===== config.mk =====
export PLATFORM = sky130hd
export DESIGN_NAME = flp_mult_stream_adapter_flat
export DESIGN_NICKNAME = d
export VERILOG_FILES = /design/src/rtl/flp_mult_stream_adapter_if.sv /design/src/rtl/flp_mult_stream_adapter.sv /design/src/flat_wrapper.sv
export SDC_FILE = /design/constraint.sdc
export NUM_CORES = 1
export LEC_CHECK = 0
export BUFFER_PORTS_ARGS = -buffer_cell sky130_fd_sc_hd__buf_2
export CORE_MARGIN = 2
export CORE_UTILIZATION = 54
export DETAILED_ROUTE_END_ITERATION = 10
export GPL_ROUTABILITY_DRIVEN = 0
export MAX_ROUTING_LAYER = met4
export PLACE_DENSITY_LB_ADDON = 0.3
export RECOVER_POWER = 25
export SLEW_MARGIN = 20
export SYNTH_ARGS = -nofsm -noshare
export SYNTH_HDL_FRONTEND = slang
export SYNTH_SLANG_ARGS = --single-unit

===== constraint.sdc =====
create_clock -name clk -period 12.1 [get_ports clk]
set_clock_uncertainty 0.2 [all_clocks]
set_input_delay 1.815 -clock clk [delete_from_list [all_inputs] [get_ports clk]]
set_output_delay 1.815 -clock clk [all_outputs]
set_load 0.1 [all_outputs]

===== src/rtl/flp_mult_stream_adapter_if.sv =====
// Handshake/bus bundle between the stream adapter, its upstream/downstream
// consumers and the pipelined FP multiplier.
interface flp_mult_stream_adapter_if #(
  parameter int DATA_W = 64,
  parameter int TAG_W  = 8
);
  logic              in_valid;
  logic              in_ready;
  logic [DATA_W-1:0] in_a;
  logic [DATA_W-1:0] in_b;
  logic [TAG_W-1:0]  in_tag;
  logic              mult_start;
  logic [DATA_W-1:0] mult_a;
  logic [DATA_W-1:0] mult_b;
  logic [DATA_W-1:0] mult_result;
  logic              mult_done;
  logic              out_valid;
  logic              out_ready;
  logic [DATA_W-1:0] out_data;
  logic [TAG_W-1:0]  out_tag;
  logic              err_sticky;

  // Adapter-side view.
  modport slave (
    input  in_valid, in_a, in_b, in_tag, mult_result, mult_done, out_ready,
    output in_ready, mult_start, mult_a, mult_b, out_valid, out_data, out_tag,
           err_sticky
  );

  // Environment-side view (producer, consumer and multiplier together).
  modport master (
    output in_valid, in_a, in_b, in_tag, mult_result, mult_done, out_ready,
    input  in_ready, mult_start, mult_a, mult_b, out_valid, out_data, out_tag,
           err_sticky
  );
endinterface


===== src/rtl/flp_mult_stream_adapter.sv =====
// Valid/ready wrapper around a fixed-latency FP multiplier: tags ride a shift
// pipeline beside the multiplier and results land in a credit-protected FIFO.
module flp_mult_stream_adapter #(
  parameter int DATA_W       = 64,
  parameter int TAG_W        = 8,
  parameter int MULT_LATENCY = 5,
  parameter int FIFO_DEPTH   = 8
) (
  input logic                    clk,
  input logic                    rst_n,
  flp_mult_stream_adapter_if.slave bus
);
  localparam int AW = $clog2(FIFO_DEPTH);
  localparam int SW = $clog2(MULT_LATENCY + 1);
  localparam logic [AW:0]   DEPTH_C  = (AW + 1)'(FIFO_DEPTH);
  localparam logic [SW-1:0] SETTLE_C = SW'(MULT_LATENCY);

  logic [SW-1:0]                    settle_q, settle_d;
  logic [AW:0]                      used_q, used_d;
  logic [AW:0]                      wr_ptr_q, rd_ptr_q, occ;
  logic [MULT_LATENCY:1]            vld_pipe_q;
  logic [MULT_LATENCY:1][TAG_W-1:0] tag_pipe_q;
  logic [DATA_W-1:0]                mem_data_q [FIFO_DEPTH];
  logic [TAG_W-1:0]                 mem_tag_q  [FIFO_DEPTH];
  logic err_q, settled, in_ready, fire, pop, wr_en, full, empty, piped_vld;

  assign settled   = (settle_q == '0);
  assign in_ready  = settled && (used_q < DEPTH_C);
  assign fire      = bus.in_valid && in_ready;
  assign piped_vld = vld_pipe_q[MULT_LATENCY];

  assign occ   = wr_ptr_q - rd_ptr_q;
  assign full  = (occ == DEPTH_C);
  assign empty = (occ == '0);
  assign pop   = !empty && bus.out_ready;
  // A piped valid with a missing done still writes so tags stay in order;
  // the full guard only matters after an alignment error (spurious done).
  assign wr_en = settled && (bus.mult_done || piped_vld) && !full;

  assign bus.in_ready   = in_ready;
  assign bus.mult_start = fire;
  assign bus.mult_a     = bus.in_a;
  assign bus.mult_b     = bus.in_b;
  assign bus.out_valid  = !empty;
  assign bus.out_data   = mem_data_q[rd_ptr_q[AW-1:0]];
  assign bus.out_tag    = mem_tag_q[rd_ptr_q[AW-1:0]];
  assign bus.err_sticky = err_q;

  always_comb begin
    settle_d = settled ? settle_q : settle_q - 1'b1;
    used_d   = used_q;
    case ({fire, pop})
      2'b10:   used_d = used_q + 1'b1;
      2'b01:   used_d = used_q - 1'b1;
      default: used_d = used_q;
    endcase
  end

  always_ff @(posedge clk or negedge rst_n) begin
    if (!rst_n) begin
      settle_q <= SETTLE_C;
      used_q   <= '0;
      wr_ptr_q <= '0;
      rd_ptr_q <= '0;
      err_q    <= 1'b0;
    end else begin
      settle_q <= settle_d;
      used_q   <= used_d;
      if (wr_en) wr_ptr_q <= wr_ptr_q + 1'b1;
      if (pop)   rd_ptr_q <= rd_ptr_q + 1'b1;
      if (settled && (bus.mult_done != piped_vld)) err_q <= 1'b1;
    end
  end

  // Stage MULT_LATENCY lines up with the multiplier's done pulse.
  always_ff @(posedge clk or negedge rst_n) begin
    if (!rst_n) begin
      vld_pipe_q <= '0;
      tag_pipe_q <= '0;
    end else begin
      vld_pipe_q[1] <= fire;
      tag_pipe_q[1] <= bus.in_tag;
      for (int s = 2; s <= MULT_LATENCY; s++) begin
        vld_pipe_q[s] <= vld_pipe_q[s-1];
        tag_pipe_q[s] <= tag_pipe_q[s-1];
      end
    end
  end

  always_ff @(posedge clk) begin
    if (wr_en) begin
      mem_data_q[wr_ptr_q[AW-1:0]] <= bus.mult_result;
      mem_tag_q[wr_ptr_q[AW-1:0]]  <= tag_pipe_q[MULT_LATENCY];
    end
  end
endmodule


===== src/flat_wrapper.sv =====
// flat-port wrapper written by rule: the top's interface ports become plain ports
module flp_mult_stream_adapter_flat 
#(
  parameter int DATA_W       = 64,
  parameter int TAG_W        = 8,
  parameter int MULT_LATENCY = 5,
  parameter int FIFO_DEPTH   = 8
)
  (clk, rst_n, bus_in_valid, bus_in_a, bus_in_b, bus_in_tag, bus_mult_result, bus_mult_done, bus_out_ready, bus_in_ready, bus_mult_start, bus_mult_a, bus_mult_b, bus_out_valid, bus_out_data, bus_out_tag, bus_err_sticky);
  flp_mult_stream_adapter_if #(.DATA_W(DATA_W), .TAG_W(TAG_W)) bus_i ();
  input logic clk;
  input logic rst_n;
  input wire logic [$bits(bus_i.in_valid)-1:0] bus_in_valid;
  input wire logic [$bits(bus_i.in_a)-1:0] bus_in_a;
  input wire logic [$bits(bus_i.in_b)-1:0] bus_in_b;
  input wire logic [$bits(bus_i.in_tag)-1:0] bus_in_tag;
  input wire logic [$bits(bus_i.mult_result)-1:0] bus_mult_result;
  input wire logic [$bits(bus_i.mult_done)-1:0] bus_mult_done;
  input wire logic [$bits(bus_i.out_ready)-1:0] bus_out_ready;
  output wire logic [$bits(bus_i.in_ready)-1:0] bus_in_ready;
  output wire logic [$bits(bus_i.mult_start)-1:0] bus_mult_start;
  output wire logic [$bits(bus_i.mult_a)-1:0] bus_mult_a;
  output wire logic [$bits(bus_i.mult_b)-1:0] bus_mult_b;
  output wire logic [$bits(bus_i.out_valid)-1:0] bus_out_valid;
  output wire logic [$bits(bus_i.out_data)-1:0] bus_out_data;
  output wire logic [$bits(bus_i.out_tag)-1:0] bus_out_tag;
  output wire logic [$bits(bus_i.err_sticky)-1:0] bus_err_sticky;
  assign bus_i.in_valid = bus_in_valid;
  assign bus_i.in_a = bus_in_a;
  assign bus_i.in_b = bus_in_b;
  assign bus_i.in_tag = bus_in_tag;
  assign bus_i.mult_result = bus_mult_result;
  assign bus_i.mult_done = bus_mult_done;
  assign bus_i.out_ready = bus_out_ready;
  assign bus_in_ready = bus_i.in_ready;
  assign bus_mult_start = bus_i.mult_start;
  assign bus_mult_a = bus_i.mult_a;
  assign bus_mult_b = bus_i.mult_b;
  assign bus_out_valid = bus_i.out_valid;
  assign bus_out_data = bus_i.out_data;
  assign bus_out_tag = bus_i.out_tag;
  assign bus_err_sticky = bus_i.err_sticky;
  flp_mult_stream_adapter #(.DATA_W(DATA_W), .TAG_W(TAG_W), .MULT_LATENCY(MULT_LATENCY), .FIFO_DEPTH(FIFO_DEPTH)) u_core (.clk(clk), .rst_n(rst_n), .bus(bus_i));
endmodule

==> results.md, run 1 <==
- Gr ovfl total: 0
- Top-count cell post-synth: edfxtp_1
- Final worst-path cycle share: 0.502
- Antenna Violating Nets Remaining: 0
- # fillers: between 3000 and 4000
- Outcome: completed
- Worst skew pair latency: approximately 0.6 ns
- Via density: roughly 5.7
- R2r endpoint: u_core.mem_data_q[3][54]$_DFFE_PP_
- Share of post-route cells with drive strength above 1: 0.283
- Crit path DAT: approximately 4 ns
- Syn_area_per_cell: between 15 and 20 µm²
- Synth area leader: edfxtp_1
- Post-CTS Setup Bufs: 0
- Origin of the worst setup path: u_core.rd_ptr_q[1]$_DFFE_PN0P_
- Final wirelength: approximately 50000 µm
- DR WL/cell: between 20 and 30 µm
- Antenna violations before repair: 7
- Number of max-cap violations: 0
- GRT Overall Usage: 0.217
- # port buffers: between 150 and 200
- DRC: 0
- Asr flop ratio synth: 0.0958
- Crit-path cells: buf_4, buf_4, mux4_2, nand2_1, nand2_1, buf_2
- Max clock buf depth: 3
- H-tree levels: 2
- Synth-to-layout area growth: 10.4%
- YS warnings: 0
- Seq/Total Area, Yosys: 0.762
- Delay-heaviest family, CP: buffers and inverters
- Synth unique cells: 41
- Fin crit period: approximately 6.1 ns
- Critical Path Start Type: flop
- Worst slew pin tran: 1.14 ns
- Synthesized cell area: 24700 µm²
- CP max FO: between 50 and 60
- Die Footprint: around 47000 µm²
- Worst slack, placed: approximately 6.6 ns
- Fin Setup TNS: 0 ns
- CTS sink cnt: roughly 640
- Root buffer cell: clkbuf_16
- Drt initial violations: about 1000
- Synth top cells by count: edfxtp_1 (576), nand2_1 (222), mux4_2 (144), buf_4 (129), dfrtp_1 (59)
- Clock-pin slew on the worst setup and hold paths: ~0.06 ns
- Dpl cells: approximately 1900
- Worst relative slew slack: 0.243
- Nets: 1530
- Final-report hold violation count: 0
- DP HPWL: ~27000 µm
- Num rows: between 70 and 80
- Hold_sp: u_core.tag_pipe_q[31]$_DFF_PN0_
- Synthesis-stage register bit count: between 600 and 700
- Synth Flop Type: edfxtp_1
- Final Non-Filler Cells: between 1500 and 2000
- Critical Path RT: 10.09 ns
- Vias in the first global route: ~12000
- Fmax: around 0.16 GHz
- CP max stage delay: 0.80 ns
- Largest cells by area after synthesis: edfxtp_1 (70%), mux4_2 (13%), dfrtp_1 (6.0%)
- Reg2reg setup slack: roughly 7.8 ns
- CTS tree: done
- Yosys top cell area share: 0.700
- HP Class: flop to flop
- Unrepaired setup endpoints after global routing: false
- DIE HEIGHT: ~220 µm
- Hold Path Depth: 0
- DIE WIDTH: ~220 µm
- PnR worst setup slack: between 6 and 7 ns
- Mapped Nets: between 1000 and 1500
- Post-cts repair resize count: 0
- CTS buffer count: 60
- CP Class: flop to primary output
- First drt pass iteration count: 5
- Worst path slowest cell: buf_4
- Vias: 11200
- CP endpoint kind: primary output
- Core ar.: roughly 45000 µm²
- Max-slew violations: 0
- Post-Syn Instances: approximately 1300
- Hold EP: u_core.tag_pipe_q[39]$_DFF_PN0_
- CTS Hold Bufs: 0
- First-pass GRT wire length: roughly 73000 µm
- Worst reg2reg startpoint: u_core.rd_ptr_q[2]$_DFFE_PN0P_
- Number of enable flip-flop cells after synthesis: approximately 580
- Worst R2R Path Depth: 8
- Final setup viols: 0
- Starting Density: 0.546
- Largest net degree at the start of global routing: between 70 and 80
- Ports: between 400 and 500
- Worst path bufs/invs: 3
flip-flops by register name, indices dropped and copies added (netlist names):
name / count
u_core.used_q: 4
u_core.settle_q: 3
u_core.bus.err_sticky: 1
u_core.mem_data_q: 512
u_core.mem_tag_q: 64
u_core.wr_ptr_q: 4
u_core.vld_pipe_q: 5
u_core.tag_pipe_q: 40
u_core.rd_ptr_q: 4
kinds of logic after synthesis:
kind of cell	count (synthesis)	share of synthesized area
multiplexers	147	0.133
flip-flops	637	0.762
AND/OR/NAND/NOR	244	0.0403
buffers and inverters	189	0.0492
AO/OA/AOI/OAI	14	0.00410
XOR/XNOR	14	0.00557
adder cells (fa/ha/maj)	12	0.00638
placed cells by master (no fill, tap or decap), types with 10 or more instances in the layout:
master	netlist	routed
edfxtp_1	576	576
ha_1	11	11
clkbuf_16	0	62
inv_1	12	12
buf_4	129	16
nand2_1	222	222
buf_2	17	113
clkbuf_1	17	50
clkinv_1	0	12
dfrtp_1	59	56
clkinv_2	0	15
mux4_2	144	144
bufinv_16	0	10
worst reg2reg max path, delay by kind of cell (launching register included):
family                   cells  cell delay [ns]
XOR/XNOR                     1             0.26
buffers and inverters        2             1.16
AND/OR/NAND/NOR              2             0.84
flip-flops                   1             0.41
AO/OA/AOI/OAI                2             0.52
adder cells (fa/ha/maj)      1             0.52
metal layers:
metal	part of all wire	track usage	routed length, µm
met1	0.40	0.282	20000
met2	0.48	0.328	23800
met3	0.081	0.0646	4000
met4	0.038	0.0846	1900
met5	0	-	0
worst max path at each step:
stage | endpoint | slack, ns | cells after the start
floorplan | u_core.mem_data_q[0][0]$_DFFE_PP_ | 4.93 | 5
global placement | bus_out_data[22] | 6.53 | 6
detailed placement | bus_out_data[22] | 6.57 | 6
CTS | bus_out_data[22] | 5.90 | 6
global route | bus_out_data[22] | 5.82 | 6
finish | bus_out_data[19] | 6.02 | 6
layout make-up:
class	instances	area, µm²	area share
sequential	637	18800	0.690
multi-input combinational	431	4720	0.173
clock buffer	73	1590	0.0584
timing repair buffer	170	863	0.0316
tap	600	751	0.0275
clock inverter	40	455	0.0167
inverter	13	50.0	0.00183
antenna	7	17.5	0.000642
metrics by stage:
stage	hold WS [ns]	utilization	area (µm²)
after floorplan	0.131	-	24700
final	0.143	0.603	27300
after global routing	0.153	0.603	27300
after detailed placement	0.135	0.557	25200
after global placement	0.133	0.557	25200
after CTS	0.145	0.603	27300
Power of run 1 is left out: the tool's default activity adds up to more than one toggle a clock period on the data nets, which glitch-free logic cannot reach.
==> inputs of run 2 (changes only) <==
--- a/config.mk
+++ b/config.mk
@@ -7,7 +7,7 @@
 export LEC_CHECK = 0
 export BUFFER_PORTS_ARGS = -buffer_cell sky130_fd_sc_hd__buf_2
 export CORE_MARGIN = 2
-export CORE_UTILIZATION = 54
+export CORE_UTILIZATION = 51
 export DETAILED_ROUTE_END_ITERATION = 10
 export GPL_ROUTABILITY_DRIVEN = 0
 export MAX_ROUTING_LAYER = met4
==> constraint.sdc (replaced) <==
create_clock -name clk -period 5.3 [get_ports clk]
set_clock_uncertainty 0.2 [all_clocks]
set_input_delay 0.795 -clock clk [delete_from_list [all_inputs] [get_ports clk]]
set_output_delay 0.795 -clock clk [all_outputs]
set_load 0.1 [all_outputs]
==> results.md, run 2 (synthesized netlist as in run 1, its figures left out) <==
- Outcome: completed
- Core ar.: 47700 µm² (+5.4%)
- Post-CTS Setup Bufs: 0 (unchanged)
- Gr ovfl total: 0 (unchanged)
- Crit path DAT: 3.19 ns (-0.88 ns)
- Final-report hold violation count: 0 (unchanged)
- Commonest non-fill, non-tap cell in the layout: edfxtp_1
- PnR worst setup slack: 1.12 ns (-4.90 ns)
- Final Non-Filler Cells: 1995 (+1.2%)
- H-tree levels: 3 (+1)
- DRC: 0 (unchanged)
- CP endpoint kind: primary output
- Num rows: 80 (+2.6%)
- DR WL/cell: 25.2 µm (about the same)
- Drt initial violations: 953 (-3.0%)
- Critical Path RT: 4.30 ns (-5.79 ns)
- Die Footprint: 50200 µm² (+5.8%)
- Worst relative slew slack: 0.279 (+0.0364)
- Post-cts repair resize count: 0 (unchanged)
- Hold_sp: bus_in_tag[7]
- Max clock buf depth: 3 (unchanged)
- CP Class: flop to primary output
- Cell mode on critical path: nand2_1
- Fmax: 0.239 GHz
- Worst slew pin tran: 1.08 ns (-0.0546 ns)
- Nets: 1543 (+0.85%)
- CTS Hold Bufs: 0 (unchanged)
- Antenna violations before repair: 6 (-1)
- Critical Path Start Type: flop
- Share of post-route cells with drive strength above 1: 0.277 (-0.00643)
- DIE HEIGHT: 224 µm (+2.8%)
- DIE WIDTH: 224 µm (+2.8%)
- Origin of the worst setup path: u_core.rd_ptr_q[0]$_DFFE_PN0P_
- Root buffer cell: clkbuf_16
- HP Class: primary input to flop
- Final wirelength: 50200 µm (+1.2%)
- CTS tree: done
- Worst path slowest cell: dfrtp_4
- Worst reg2reg startpoint: u_core.rd_ptr_q[0]$_DFFE_PN0P_
- Crit-path cells: buf_4, mux4_2, nand2_1, nand2_1, buf_2
- Max FFs per register: 512 (unchanged)
- Ports: 409 (unchanged)
- Starting Density: 0.518 (-0.0281)
- Max-slew violations: 0 (unchanged)
- Vias in the first global route: 12000 (+2.7%)
- DP HPWL: 28000 µm (+4.6%)
- Number of max-cap violations: 0 (unchanged)
- Dpl cells: 1873 (+1.2%)
- Via density: 5.62 (-1.4%)
- CTS buffer count: 66 (+10%)
- Fin crit period: between 4 and 5 ns
- Synth-to-layout area growth: 10.8%
- Unrepaired setup endpoints after global routing: false
- CP max stage delay: 0.91 ns (+0.11 ns)
- Clock-pin slew on the worst setup and hold paths: 0.06 ns (about the same)
- Antenna Violating Nets Remaining: 0 (unchanged)
- Worst slack, placed: 1.60 ns (-4.96 ns)
- Largest net degree at the start of global routing: 148 (+97%)
- Worst skew pair latency: 0.59 ns (about the same)
- CP max FO: 37 (-37%)
- GRT Overall Usage: 0.211 (-0.00608)
- CTS sink cnt: 637 (unchanged)
- Final setup viols: 0 (unchanged)
- Final worst-path cycle share: 0.789
- First drt pass iteration count: 4 (-1)
- # port buffers: 152 (unchanged)
- Vias: 11200 (-0.17%)
- First-pass GRT wire length: 75000 µm (+2.8%)
- Most frequent cells in the layout: edfxtp_1 (576), nand2_1 (222), mux4_2 (144)
## run 2: changes by cell type in the layout (fill, tap and decap cells not counted), moves of 6 or more
cell / change
bufinv_16: -7
buf_2: -13
clkbuf_16: +7
clkbuf_1: +18
buf_12: +6
## run 2: final timing paths
| kind | to | slack (ns) | depth (start not counted) |
|---|---|---|---|
| max in group asynchronous | u_core.rd_ptr_q[0]$_DFFE_PN0P_ | 4.14 | 2 |
| min in group asynchronous | u_core.tag_pipe_q[5]$_DFF_PN0_ | 0.18 | 2 |
| worst min register to register | u_core.tag_pipe_q[32]$_DFF_PN0_ | 0.14 | 0 |
| worst max-delay path | bus_out_tag[4] | 1.12 | 5 |
| worst max register to register | u_core.mem_data_q[3][2]$_DFFE_PP_ | 1.67 | 7 |
| worst min-delay path | u_core.tag_pipe_q[7]$_DFF_PN0_ | 0.11 | 1 |
## run 2: stage by stage
step | TNS (ns) | hold WS [ns] | instance area [µm²] | util
after CTS | 0 | 0.0781 | 27400 | 0.575
after floorplan | -236.80 | 0.131 | 24700 | -
after detailed placement | 0 | 0.135 | 25400 | 0.532
after global placement | 0 | 0.131 | 25400 | 0.532
final | 0 | 0.109 | 27400 | 0.573
after global routing | 0 | 0.0914 | 27400 | 0.573
## run 2: final cells by class
cell class              count  area (µm²)
fillers                  3511       20400
flip-flops and latches    637       18800
multi-input cells         431        4720
clock buffers              85        1790
repair buffers            177         971
well taps                 615         769
clock inverters            31         236
inverters                  13        48.8
diodes                      6        15.0
## run 2: routing by layer
layer  up-vias  routed length, µm  global-route usage
li1       4870                  -                   -
met1      5875              20100               0.260
met2       328              25100               0.332
met3       146               3460              0.0609
met4         0               1590              0.0871
met5         -                  0                   -
## run 2: critical path: cells and delay by family, from the launching register on
| family | cells | cell delay, ns |
|---|---|---|
| and+or+nand+nor | 2 | 0.17 |
| muxes | 1 | 0.58 |
| buffers and inverters | 2 | 0.92 |
| DFF | 1 | 0.91 |
Power of run 2 is left out for the same reason.
